[src/rtl/leve1_pkg.sv]
// Shared types and constants for the LEVE1 fetch stage.
package leve1_pkg;

  localparam int unsigned       LEVE1_XLEN     = 32;
  localparam logic [LEVE1_XLEN-1:0] LEVE1_RESET_PC = 32'h8000_0000;
  localparam logic [31:0]       NOP_INSTR      = 32'h0000_0013;

  typedef struct packed {
    logic [LEVE1_XLEN-1:0] pc;
    logic [31:0]           instr;
  } fetch_entry_t;

  typedef enum logic {
    ST_BOOT = 1'b0,
    ST_RUN  = 1'b1
  } if_state_e;

endpackage

[src/rtl/leve1_fifo.sv]
// Small synchronous FIFO of fetched instructions; flush wins over push,
// head is read straight from storage (no write-through bypass).
module leve1_fifo import leve1_pkg::*; #(
  parameter int unsigned DEPTH   = 4,
  parameter type         entry_t = fetch_entry_t
) (
  input  logic                         clk_i,
  input  logic                         rst_i,
  input  logic                         push_i,
  input  entry_t                       push_data_i,
  input  logic                         pop_i,
  input  logic                         flush_i,
  output logic                         full_o,
  output logic                         empty_o,
  output logic [$clog2(DEPTH+1)-1:0]   count_o,
  output entry_t                       head_o
);

  localparam int unsigned CW = $clog2(DEPTH + 1);
  localparam int unsigned AW = (DEPTH > 1) ? $clog2(DEPTH) : 1;

  entry_t          mem_q [DEPTH];
  logic [AW-1:0]   wr_ptr_q, wr_ptr_d;
  logic [AW-1:0]   rd_ptr_q, rd_ptr_d;
  logic [CW-1:0]   count_q, count_d;

  function automatic logic [AW-1:0] ptr_inc(input logic [AW-1:0] p);
    return (p == AW'(DEPTH - 1)) ? '0 : p + AW'(1);
  endfunction

  always_comb begin
    wr_ptr_d = wr_ptr_q;
    rd_ptr_d = rd_ptr_q;
    count_d  = count_q;
    if (flush_i) begin
      wr_ptr_d = '0;
      rd_ptr_d = '0;
      count_d  = '0;
    end else begin
      if (push_i) wr_ptr_d = ptr_inc(wr_ptr_q);
      if (pop_i)  rd_ptr_d = ptr_inc(rd_ptr_q);
      case ({push_i, pop_i})
        2'b10:   count_d = count_q + CW'(1);
        2'b01:   count_d = count_q - CW'(1);
        default: count_d = count_q;
      endcase
    end
  end

  always_ff @(posedge clk_i or posedge rst_i) begin
    if (rst_i) begin
      wr_ptr_q <= '0;
      rd_ptr_q <= '0;
      count_q  <= '0;
      for (int unsigned i = 0; i < DEPTH; i++) mem_q[i] <= '0;
    end else begin
      wr_ptr_q <= wr_ptr_d;
      rd_ptr_q <= rd_ptr_d;
      count_q  <= count_d;
      if (push_i && !flush_i) mem_q[wr_ptr_q] <= push_data_i;
    end
  end

  assign full_o  = (count_q == CW'(DEPTH));
  assign empty_o = (count_q == '0);
  assign count_o = count_q;
  assign head_o  = mem_q[rd_ptr_q];

endmodule

[src/rtl/leve1_if.sv]
// LEVE1 instruction-fetch stage: PC owner, credit-limited imem requester, IF->ID producer.
// Optional counters PERF_FETCH/PERF_DROP are built when LEVE1_IF_PERF_EN is defined.
module leve1_if import leve1_pkg::*; #(
  parameter int unsigned      XLEN     = LEVE1_XLEN,
  parameter logic [XLEN-1:0]  RESET_PC = LEVE1_RESET_PC,
  parameter int unsigned      DEPTH    = 4
) (
  input  logic            CLK,
  input  logic            RST,
  input  logic            REDIRECT,
  input  logic [XLEN-1:0] REDIRECT_PC,
  output logic            IMEM_REQ_VALID,
  input  logic            IMEM_REQ_READY,
  output logic [XLEN-1:0] IMEM_REQ_ADDR,
  input  logic            IMEM_RSP_VALID,
  input  logic [31:0]     IMEM_RSP_DATA,
  output logic            IF_VALID,
  input  logic            IF_READY,
  output logic [XLEN-1:0] IF_PC,
  output logic [31:0]     IF_INSTR
`ifdef LEVE1_IF_PERF_EN
  ,
  output logic [XLEN-1:0] PERF_FETCH,
  output logic [XLEN-1:0] PERF_DROP
`endif
);

  localparam int unsigned CW = $clog2(DEPTH + 1);

  if_state_e       state_q, state_d;
  logic            run_c;
  logic [XLEN-1:0] req_pc_q, req_pc_d;
  logic [XLEN-1:0] rsp_pc_q, rsp_pc_d;
  logic [CW-1:0]   outstanding_q, outstanding_d;
  logic [CW-1:0]   drop_cnt_q, drop_cnt_d;

  logic            credit_ok_c, req_hs_c, rsp_drop_c, push_c, pop_c;
  logic [XLEN-1:0] redirect_pc_c;
  logic            fifo_full_unused, fifo_empty;
  logic [CW-1:0]   fifo_count;
  fetch_entry_t    fifo_head, push_entry_c;
  logic            unused_redirect_lsb;

  always_ff @(posedge CLK or posedge RST) begin
    if (RST) state_q <= ST_BOOT;
    else     state_q <= state_d;
  end

  always_comb begin
    state_d = state_q;
    if (state_q == ST_BOOT) state_d = ST_RUN;
  end

  always_comb begin
    run_c = 1'b0;
    if (state_q == ST_RUN) run_c = 1'b1;
  end

  // Credit uses registered counts only, so a same-cycle pop never frees a slot early.
  assign credit_ok_c    = ({1'b0, outstanding_q} + {1'b0, fifo_count}) < (CW+1)'(DEPTH);
  assign IMEM_REQ_VALID = run_c && !REDIRECT && credit_ok_c;
  assign IMEM_REQ_ADDR  = req_pc_q;
  assign req_hs_c       = IMEM_REQ_VALID && IMEM_REQ_READY;

  assign rsp_drop_c     = IMEM_RSP_VALID && (REDIRECT || (drop_cnt_q != '0));
  assign push_c         = IMEM_RSP_VALID && !rsp_drop_c;
  assign push_entry_c   = '{pc: rsp_pc_q, instr: IMEM_RSP_DATA};

  assign IF_VALID       = !fifo_empty && !REDIRECT;
  assign pop_c          = IF_VALID && IF_READY;
  assign IF_PC          = fifo_head.pc;
  assign IF_INSTR       = fifo_head.instr;

  assign redirect_pc_c       = {REDIRECT_PC[XLEN-1:2], 2'b00};
  assign unused_redirect_lsb = ^REDIRECT_PC[1:0];

  always_comb begin
    req_pc_d      = req_pc_q;
    rsp_pc_d      = rsp_pc_q;
    outstanding_d = outstanding_q + CW'(req_hs_c) - CW'(IMEM_RSP_VALID);
    drop_cnt_d    = drop_cnt_q;
    if (REDIRECT) begin
      req_pc_d   = redirect_pc_c;
      rsp_pc_d   = redirect_pc_c;
      drop_cnt_d = outstanding_d;
    end else begin
      if (req_hs_c) req_pc_d = req_pc_q + XLEN'(4);
      if (push_c)   rsp_pc_d = rsp_pc_q + XLEN'(4);
      if (rsp_drop_c) drop_cnt_d = drop_cnt_q - CW'(1);
    end
  end

  always_ff @(posedge CLK or posedge RST) begin
    if (RST) begin
      req_pc_q      <= RESET_PC;
      rsp_pc_q      <= RESET_PC;
      outstanding_q <= '0;
      drop_cnt_q    <= '0;
    end else begin
      req_pc_q      <= req_pc_d;
      rsp_pc_q      <= rsp_pc_d;
      outstanding_q <= outstanding_d;
      drop_cnt_q    <= drop_cnt_d;
    end
  end

  leve1_fifo #(
    .DEPTH   (DEPTH),
    .entry_t (fetch_entry_t)
  ) u_fifo (
    .clk_i       (CLK),
    .rst_i       (RST),
    .push_i      (push_c),
    .push_data_i (push_entry_c),
    .pop_i       (pop_c),
    .flush_i     (REDIRECT),
    .full_o      (fifo_full_unused),
    .empty_o     (fifo_empty),
    .count_o     (fifo_count),
    .head_o      (fifo_head)
  );

`ifdef LEVE1_IF_PERF_EN
  logic [XLEN-1:0] perf_fetch_q, perf_fetch_d;
  logic [XLEN-1:0] perf_drop_q, perf_drop_d;
  logic [CW-1:0]   drop_inc_c;
  logic [XLEN:0]   drop_sum_c;

  // Drops count discarded responses plus entries thrown away by a flush; both saturate.
  always_comb begin
    perf_fetch_d = perf_fetch_q;
    if (pop_c && (perf_fetch_q != '1)) perf_fetch_d = perf_fetch_q + XLEN'(1);
    drop_inc_c  = CW'(rsp_drop_c) + (REDIRECT ? fifo_count : '0);
    drop_sum_c  = {1'b0, perf_drop_q} + (XLEN+1)'(drop_inc_c);
    perf_drop_d = drop_sum_c[XLEN] ? '1 : drop_sum_c[XLEN-1:0];
  end

  always_ff @(posedge CLK or posedge RST) begin
    if (RST) begin
      perf_fetch_q <= '0;
      perf_drop_q  <= '0;
    end else begin
      perf_fetch_q <= perf_fetch_d;
      perf_drop_q  <= perf_drop_d;
    end
  end

  assign PERF_FETCH = perf_fetch_q;
  assign PERF_DROP  = perf_drop_q;
`endif

endmodule

[config.mk]
export PLATFORM = sky130hd
export DESIGN_NAME = leve1_if
export DESIGN_NICKNAME = d
export VERILOG_FILES = /design/src/rtl/leve1_pkg.sv /design/src/rtl/leve1_fifo.sv /design/src/rtl/leve1_if.sv
export SDC_FILE = /design/constraint.sdc
export NUM_CORES = 1
export LEC_CHECK = 0
export BUFFER_PORTS_ARGS = -buffer_cell sky130_fd_sc_hd__buf_4
export CAP_MARGIN = 20
export CORE_MARGIN = 5
export CORE_UTILIZATION = 35
export DETAILED_ROUTE_END_ITERATION = 7
export GPL_TIMING_DRIVEN = 0
export PLACE_DENSITY = 0.61
export SETUP_SLACK_MARGIN = 0.02
export SYNTH_ARGS = -nofsm -noshare
export SYNTH_HDL_FRONTEND = slang
export SYNTH_SLANG_ARGS = --single-unit
[constraint.sdc]
create_clock -name CLK -period 22.3 [get_ports CLK]
set_input_delay 1.115 -clock CLK [delete_from_list [all_inputs] [get_ports CLK]]
set_output_delay 1.115 -clock CLK [all_outputs]
set_load 0.05 [all_outputs]
==> results.sh <==
export IMPL_yosysWarnings=0
export IMPL_leakage_uw=0.00832
export IMPL_critPathKind="in -> out"
export IMPL_syn_to_final_growth_pct=21.5
export IMPL_clkSinkCount=322
export IMPL_first_pass_iters=5
export IMPL_path_max_fanout=10
export IMPL_final_seq_area_mm2=0.00806
export IMPL_status="finished clean"
export IMPL_track_usage=0.165
export IMPL_synth_edf_count=0
export IMPL_wl_per_cell_um=20.6
export IMPL_min_period_over_period=0.191
export IMPL_place_gp_congestion=0.863
export IMPL_hold_class="reg -> reg"
export IMPL_critPathMaxStageDelay_ns=0.59
export IMPL_row_count=75
export IMPL_reg2reg_depth=14
export IMPL_postCtsResizedCells=0
export IMPL_layout_commonest_cell="dfrtp_1"
export IMPL_seq_area_frac_synth=0.541
export IMPL_max_freq_mhz=235
export IMPL_final_hold_violation_count=0
export IMPL_yosysUniqueCellTypes=59
export IMPL_synth_avg_cell_area_um2=13.7
export IMPL_cap_violations=0
export IMPL_slew_headroom=0.315
export IMPL_drive_above_1_share=0.431
export IMPL_gr_total_overflow=0
export IMPL_multi_input_area_mm2=0.00644
export IMPL_end_kind="output port"
export IMPL_grt_max_degree=122
export IMPL_synth_async_reset_ratio=1.00
export IMPL_netlist_area_mm2=0.0149
export IMPL_htree_levels=2
export IMPL_drc=0
export IMPL_dpl_hpwl_um=27200
export IMPL_reg2reg_from="u_fifo.count_o[1]"
export IMPL_rsz0062_at_grt="false"
export IMPL_synth_ff_type="dfrtp_1"
export IMPL_finalClockSkew_ns=0.00864
export IMPL_cts_buffers=38
export IMPL_fin_crit_ns=4.26
export IMPL_ys_ff_latch=322
export IMPL_nets=1379
export IMPL_setup_viol_count_final=0
export IMPL_nFillCells=3898
export IMPL_dr_total_vias=9772
export IMPL_die_area_mm2=0.0468
export IMPL_ant_nets=0
export IMPL_postCtsHoldBufs=0
export IMPL_hold_depth=2
export IMPL_cellPowerDensity_mw_per_mm2=125
export IMPL_grt_pass1_vias=10400
export IMPL_clockBufferDepth=3
export IMPL_io_pin_count=168
export IMPL_cts_tree="built"
export IMPL_die_w_um=216
export IMPL_vias_per_cell=5.26
export IMPL_crit_slowest_cell="clkbuf_1"
export IMPL_n_antenna_cell=0
export IMPL_die_h_um=216
export IMPL_post_cts_setup_buffers=0
export IMPL_clk_latency_ns=0.53
export IMPL_critPathLaunchType="input pin"
export IMPL_cp_cell_sequence="buf_4 -> buf_1 -> clkbuf_1 -> clkbuf_1 -> nor2_1 -> buf_4"
export IMPL_initial_utilization=0.354
export IMPL_fin_setup_tns_ns=0
export IMPL_startpoint="REDIRECT"
export IMPL_first_iter_violations=609
export IMPL_slew_viol_final=0
export IMPL_hp_start="u_fifo.mem_q[121]"
export IMPL_worstPathArrival_ns=3.14
export IMPL_syn_inst=1088
export IMPL_layout_common_cells="dfrtp_1 (320), mux2_2 (222), buf_4 (165)"
export IMPL_clk_pin_slew_worst_paths_ns=0.05
export IMPL_core_mm2=0.0420
export IMPL_antenna_found_initial=0
export IMPL_grt_pass1_wl_um=61400
export IMPL_critPathRequiredTime_ns=21.19
export IMPL_cts_root_buffer="clkbuf_16"
export IMPL_fin_worst_hold_slack_ns=0.478
export IMPL_routed_wl_um=38300
export IMPL_io_buffers=161
export IMPL_worstMarginPinSlew_ns=1.02
export IMPL_peakVddDrop_mv=0.0632
==> layer usage <==
metal | share of wire | vias to the layer above | routed length (um) | GRT usage
met5 | 0 | - | 0 | 0
met3 | 0.054 | 49 | 2060 | 0.0342
met4 | 0.017 | 0 | 661 | 0.0396
met2 | 0.47 | 252 | 18200 | 0.267
li1 | - | 4426 | - | -
met1 | 0.45 | 5045 | 17400 | 0.231
==> report_power, final <==
group,internal (uW),switching (uW)
Sequential,720,81.5
Clock,367,240
Combinational,333,513
Total,1420,834
==> flip-flops by register name (all words and copies together), names as in the netlist <==
register         count
IMEM_REQ_ADDR       30
state_q              1
u_fifo.count_o       3
u_fifo.wr_ptr_q      2
drop_cnt_q           3
outstanding_q        3
rsp_pc_q            30
u_fifo.mem_q       248
u_fifo.rd_ptr_q      2
==> area by class of cell <==
type                    count  share of cell area
flip-flops and latches    322               0.446
multi-input cells         679               0.356
repair buffers            163              0.0699
clock buffers              59              0.0660
well taps                 539              0.0373
plain buffers              72              0.0187
inverters                  18             0.00415
clock inverters             7             0.00249
==> kinds of logic after synthesis <==
kind of cell,synth area share
AOI/OAI and AO/OA,0.0407
buffers and inverters,0.0272
muxes,0.279
and+or+nand+nor,0.0769
DFF,0.541
xor gates and xnor gates,0.0212
other,0.000504
adders and majority gates,0.0136
==> cell usage after synthesis, types with 16 or more instances <==
master    instances  area share
buf_2            40       0.013
o21ai_0          41       0.014
nand4_1          27       0.011
nor2_1           28      0.0071
mux4_2           62       0.094
mux2_1           20       0.015
dfrtp_1         320        0.54
mux2_2          222        0.17
inv_1            16      0.0040
xnor2_1          21       0.012
nand2_1          77       0.019
nand3_1          34       0.011
clkbuf_1         24      0.0060
==> worst paths after layout <==
check | to | slack, ns
min in group asynchronous | u_fifo.mem_q[234] | 0.75
max in group asynchronous | u_fifo.mem_q[140] | 20.44
max | IF_VALID | 18.04
min reg2reg | u_fifo.mem_q[121] | 0.48
max reg2reg | drop_cnt_q[2] | 19.06
min | u_fifo.mem_q[121] | 0.48
==> critical path, delay by kind of cell <==
kind | cells | cell delay (ns)
buffers and inverters | 5 | 1.88
AND/OR/NAND/NOR | 1 | 0.15
==> stage by stage <==
stage	total power [uW]	setup WS (ns)	std cells	util	instance area, um2
after detailed placement	1670	18.12	1793	0.401	16900
after global routing	2370	17.92	1859	0.430	18100
after CTS	2290	18.11	1859	0.430	18100
after global placement	1650	8.67	1791	0.399	16800
after floorplan	1410	12.28	1091	-	14900
final	2250	18.04	1859	0.430	18100
Note: power is estimated with default switching activity, not from simulation.
